<file path="config.mk">
export PLATFORM = sky130hd
export DESIGN_NAME = vlc_bit_packer
export DESIGN_NICKNAME = d
export VERILOG_FILES = /design/src/rtl/vlc_pkg.sv /design/src/rtl/vlc_code_mask.sv /design/src/rtl/vlc_bit_packer.sv
export SDC_FILE = /design/constraint.sdc
export NUM_CORES = 1
export LEC_CHECK = 0
export BUFFER_PORTS_ARGS = -buffer_cell sky130_fd_sc_hd__clkbuf_2
export CELL_PAD_IN_SITES_DETAIL_PLACEMENT = 0
export CELL_PAD_IN_SITES_GLOBAL_PLACEMENT = 1
export CORE_ASPECT_RATIO = 0.8
export CORE_UTILIZATION = 46
export DETAILED_ROUTE_END_ITERATION = 16
export PLACE_DENSITY_LB_ADDON = 0.1
export SETUP_SLACK_MARGIN = 0.2
export SLEW_MARGIN = 25
export SYNTH_ARGS = -nofsm -noshare
export SYNTH_HDL_FRONTEND = slang
export SYNTH_SLANG_ARGS = --single-unit
</file>
<file path="constraint.sdc">
create_clock -name clock -period 5.05 [get_ports clock]
set_input_delay 1.01 -clock clock [delete_from_list [all_inputs] [get_ports clock]]
set_output_delay 1.01 -clock clock [all_outputs]
set_load 0.03 [all_outputs]
</file>
<file path="src/rtl/vlc_pkg.sv">
// Shared types and helpers for the VLC bit packer: widths, FSM states,
// registered output record and the fill-to-byte-count helper.
package vlc_pkg;
  localparam int CODE_W = 32;
  localparam int LEN_W  = 6;

  typedef enum logic {ACTIVE = 1'b0, FLUSH2 = 1'b1} state_t;

  typedef struct packed {
    logic              valid;
    logic [CODE_W-1:0] word;
    logic [2:0]        bytes;
    logic              last;
  } out_t;

  // ceil(bits/8) for 1..32 payload bits
  function automatic logic [2:0] fill_to_bytes(input logic [6:0] bits);
    return 3'((bits + 7'd7) >> 3);
  endfunction
endpackage

</file>
<file path="src/rtl/vlc_code_mask.sv">
// Clears the code bits at and above in_len so codes can be OR-ed into the accumulator.
module vlc_code_mask
  import vlc_pkg::*;
(
  input  logic [CODE_W-1:0] code,
  input  logic [LEN_W-1:0]  len,
  output logic [CODE_W-1:0] masked
);
  // shifts of 32 or more leave the mask all ones
  assign masked = code & ~({CODE_W{1'b1}} << len);
endmodule

</file>
<file path="src/rtl/vlc_bit_packer.sv">
// Packs right-aligned variable-length codes MSB-first into 32-bit big-endian
// words; flush zero-pads to a byte boundary and marks the final word last.
module vlc_bit_packer
  import vlc_pkg::*;
(
  input  logic              clock,
  input  logic              reset_n,
  input  logic              run,
  input  logic              in_valid,
  input  logic [CODE_W-1:0] in_code,
  input  logic [LEN_W-1:0]  in_len,
  input  logic              flush,
  output logic              out_valid,
  output logic [CODE_W-1:0] out_word,
  output logic [2:0]        out_bytes,
  output logic              out_last,
  output logic [31:0]       bit_count,
  output logic              busy,
  output logic              error
);
  state_t      state_q, state_d;
  logic [63:0] acc_q, acc_d, acc_app;
  logic [5:0]  fill_q, fill_d;
  logic [5:0]  res_q, res_d;
  logic [31:0] cnt_q, cnt_d;
  logic        err_q, err_d;
  out_t        out_q, out_d;

  logic [CODE_W-1:0] masked;
  logic              len_ok, accept;
  logic [6:0]        new_fill, shamt;

  vlc_code_mask u_mask (
    .code   (in_code),
    .len    (in_len),
    .masked (masked)
  );

  assign len_ok   = (in_len <= 6'd32);
  assign accept   = in_valid && len_ok && (state_q == ACTIVE);
  assign new_fill = {1'b0, fill_q} + (accept ? {1'b0, in_len} : 7'd0);
  // acc is MSB-aligned: the new code lands directly below the current fill
  assign shamt    = 7'd64 - new_fill;
  assign acc_app  = accept ? (acc_q | ({32'b0, masked} << shamt)) : acc_q;

  always_comb begin
    state_d = state_q;
    acc_d   = acc_q;
    fill_d  = fill_q;
    res_d   = res_q;
    cnt_d   = cnt_q;
    err_d   = err_q;
    out_d   = '0;
    case (state_q)
      ACTIVE: begin
        if (in_valid && !len_ok) err_d = 1'b1;
        if (accept) cnt_d = cnt_q + {26'b0, in_len};
        if (flush) begin
          fill_d = '0;
          acc_d  = '0;
          if (new_fill != 7'd0) begin
            out_d.valid = 1'b1;
            out_d.word  = acc_app[63:32];
            if (new_fill <= 7'd32) begin
              out_d.bytes = fill_to_bytes(new_fill);
              out_d.last  = 1'b1;
            end else begin
              out_d.bytes = 3'd4;
              acc_d       = {acc_app[31:0], 32'b0};
              res_d       = {1'b0, new_fill[4:0]};
              state_d     = FLUSH2;
            end
          end
        end else if (new_fill >= 7'd32) begin
          out_d.valid = 1'b1;
          out_d.word  = acc_app[63:32];
          out_d.bytes = 3'd4;
          acc_d       = {acc_app[31:0], 32'b0};
          fill_d      = {1'b0, new_fill[4:0]};
        end else begin
          acc_d  = acc_app;
          fill_d = new_fill[5:0];
        end
      end
      FLUSH2: begin
        // residual is drained unconditionally; anything offered now is lost
        if (in_valid || flush) err_d = 1'b1;
        out_d.valid = 1'b1;
        out_d.word  = acc_q[63:32];
        out_d.bytes = fill_to_bytes({1'b0, res_q});
        out_d.last  = 1'b1;
        acc_d       = '0;
        fill_d      = '0;
        res_d       = '0;
        state_d     = ACTIVE;
      end
      default: state_d = ACTIVE;
    endcase
  end

  always_ff @(posedge clock or negedge reset_n) begin
    if (!reset_n) begin
      state_q <= ACTIVE;
      acc_q   <= '0;
      fill_q  <= '0;
      res_q   <= '0;
      cnt_q   <= '0;
      err_q   <= 1'b0;
      out_q   <= '0;
    end else if (!run) begin
      state_q <= ACTIVE;
      acc_q   <= '0;
      fill_q  <= '0;
      res_q   <= '0;
      cnt_q   <= '0;
      err_q   <= 1'b0;
      out_q   <= '0;
    end else begin
      state_q <= state_d;
      acc_q   <= acc_d;
      fill_q  <= fill_d;
      res_q   <= res_d;
      cnt_q   <= cnt_d;
      err_q   <= err_d;
      out_q   <= out_d;
    end
  end

  assign out_valid = out_q.valid;
  assign out_word  = out_q.word;
  assign out_bytes = out_q.bytes;
  assign out_last  = out_q.last;
  assign bit_count = cnt_q;
  assign busy      = (state_q == FLUSH2);
  assign error     = err_q;
endmodule
</file>
==> results.cfg <==
[cells_and_area]
stdcell_count = 1644
final_cell_area_um2 = 12600
n_antenna_cell = 0
nNetsFinal = 1414
final_util = 0.586
syn_to_final_growth_pct = 24.9
drive_gt1_frac = 0.286

[logic_synthesis]
synth_area_leaders = dfrtp_1 (36%), mux2i_1 (4.8%), a21oi_1 (4.2%), nor2_1 (4.1%), nand2_1 (3.2%)
yosysTopAreaCellShare = 0.361
synth_edf_count = 0
synthesis.instances = 1148
ys.flop_type = dfrtp_1
synth.most_common_cell = dfrtp_1
ys_async_sr_fraction = 1.00
yosys_warnings = 0
synth_area_per_cell_um2 = 8.81
synthTopCellsByCount = dfrtp_1 (146), nor2_1 (111), nand2_1 (87)
synth_cell_types = 98
yosys.area.top_type = dfrtp_1
netlist_area_um2 = 10100
ys_seq_area_frac = 0.361
syn_nets = 1206
synth_seq_cells = 146

[placed_design]
dp_hpwl_um = 26700
port_buffers = 113
dp_cells = 1607
gp_congestion = 0.921
placed_area_um2 = 11900
dp_slack_ns = -0.240

[timing]
holdWs_ns = 0.480
relSlewSlack = 0.379
fin_crit_sh = 0.938
slew_viol_final = 0
layout_setup_ws_ns = 0.314
period_needed_ns = 4.74
max_freq_mhz = 211
clock_skew_ns = 0.0113
rsz0062_at_grt = yes
tightest_slew_ns = 0.925
setup_viol = 0
hold_violations = 0
tns_ns = 0

[cts]
clkTransAtPathRegs_ns = 0.06
cts_tree = done
clkSinkCount = 146
ctsHoldBuffers = 0
clk_latency_ns = 0.44
cts-root-buf = clkbuf_16
clk_path_buf_depth = 2
cts_buffers = 17
h-tree-depth = 4

[die]
die_area_um2 = 22600
rows = 48
coreArea_um2 = 21600
die_w_um = 168
io_pins = 114
start_util = 0.469
dieHeight_um = 135

[hold_path]
min_path_cells = 2
min_to = acc_q[15]
hold_path.class = reg2reg
min_from = acc_q[15]

[routing]
dr.pass1.iters = 5
drt-total-wl_um = 35800
viasPerCell = 6.23
avgRoutedWirePerCell_um = 21.8
drc_errors = 0
num_vias = 10200
drtIter0Drc = 981
ant_nets = 0

[grt]
track_usage = 0.322
grtUsageMet2 = 0.469
met1_usage = 0.489
grt_overflow_total = 0
grt_pass1_wl_um = 55900
grt_pass1_vias = 9444
grt_max_degree = 81
met3_usage = 0.0598
busiest_layer = met1
antenna_found_initial = 0

[worst_setup_path]
path_class = in2reg
r2r_cells = 15
worstReg2RegEnd = out_word[7]
r2r_slack_ns = 0.97
end_kind = flop
critical_path_required_ns = 5.36
crit_path_start_kind = input port
worstReg2RegStart = busy
arrival_ns = 5.04
path_max_fanout = 10

[pwr]
p_leak_nw = 5.78
p_total_mw = 4.25
power_density_nw_per_um2 = 336
worst_ir_drop_vdd_mv = 0.225

[flow_run]
drv_cap = 0

[status]
status = completed
[registers in the layout, indices dropped and copies added (netlist names)]
| signal | count |
|---|---|
| acc_q | 64 |
| error | 1 |
| busy | 1 |
| out_bytes | 3 |
| out_last | 1 |
| out_valid | 1 |
| bit_count | 32 |
| res_q | 5 |
| out_word | 32 |
| fill_q | 6 |
[cell families (layout without fill, tap and decap cells)]
family | count (synthesis) | after routing | synth area share
AO/OA/AOI/OAI | 382 | 382 | 0.270
multiplexers | 61 | 61 | 0.0687
flip-flops | 146 | 146 | 0.361
adder cells (fa/ha/maj) | 15 | 15 | 0.0201
XOR/XNOR | 31 | 31 | 0.0319
AND/OR/NAND/NOR | 397 | 397 | 0.196
buffers and inverters | 115 | 336 | 0.0516
other | 1 | 1 | 0.000371
[cell type report]
| type | instances | area [µm²] |
|---|---|---|
| Tap cell | 275 | 344 |
| Clock buffer | 21 | 450 |
| Fill cell | 1940 | 8930 |
| Timing Repair Buffer | 278 | 1860 |
| Sequential cell | 146 | 3650 |
| Inverter | 26 | 97.6 |
| Multi-Input combinational cell | 887 | 6120 |
| Clock inverter | 11 | 104 |
[power breakdown]
part           switching (mW)  internal (mW)  leakage (nW)
registers              0.0191           1.20          2.03
logic                    1.08          0.702          3.49
clock network           0.546          0.694         0.268
[routing by layer]
metal / vias to the layer above / share of wire
met5: - / 0
met4: 0 / 0.016
met3: 44 / 0.082
met2: 459 / 0.42
met1: 5000 / 0.48
li1: 4746 / -
[critical path, cell delays in order]
cell and delay, ns:
clkbuf_2 0.11, nor4_4 0.29, a21oi_2 0.15, or3b_1 0.43
nor2_4 0.16, fa_1 0.43, inv_2 0.11, ha_4 0.15
xor3_1 0.14, buf_4 0.19, buf_4 0.20, o211ai_1 0.11
o32ai_2 0.31, inv_1 0.10, mux4_2 0.51, a221o_1 0.37
o211ai_1 0.17, o21ai_1 0.11
[worst max-delay path by stage]
| stage | from | endpoint | cells past startpoint |
|---|---|---|---|
| 5_1_grt | in_len[3] | out_word[7] | 16 |
| 6_report | in_len[3] | out_word[7] | 18 |
| 4_1_cts | in_len[3] | acc_q[34] | 16 |
| 3_5_place_dp | in_len[3] | out_word[27] | 16 |
| 2_1_floorplan | in_len[2] | acc_q[62] | 21 |
| 3_3_place_gp | in_len[3] | out_word[26] | 17 |
[placed cells by master, fill, tap and decap left out, drive strengths merged, types with 10 or more instances in the layout]
master	n
a22oi	15
nand2	87
a21o	10
mux2i	48
ha	13
o221ai	12
o21ai	61
and2	29
a211oi	13
nand2b	16
and3	15
xor2	13
nor2	114
o22ai	22
or3	13
o211ai	11
a31oi	15
nor3	29
xnor2	16
buf	166
inv	29
a21oi	87
dfrtp	146
nand3	35
nand4	13
a2111oi	11
nor4	14
a22o	10
clkbuf	133
[timing repair]
action / 4_1_cts / 5_1_grt
setup endpoints to repair: 2 / 70
pin swaps: 0 / 5
buffers inserted: 0 / 5
gates resized for setup: 2 / 26
Power figures use the tool's default switching activity.
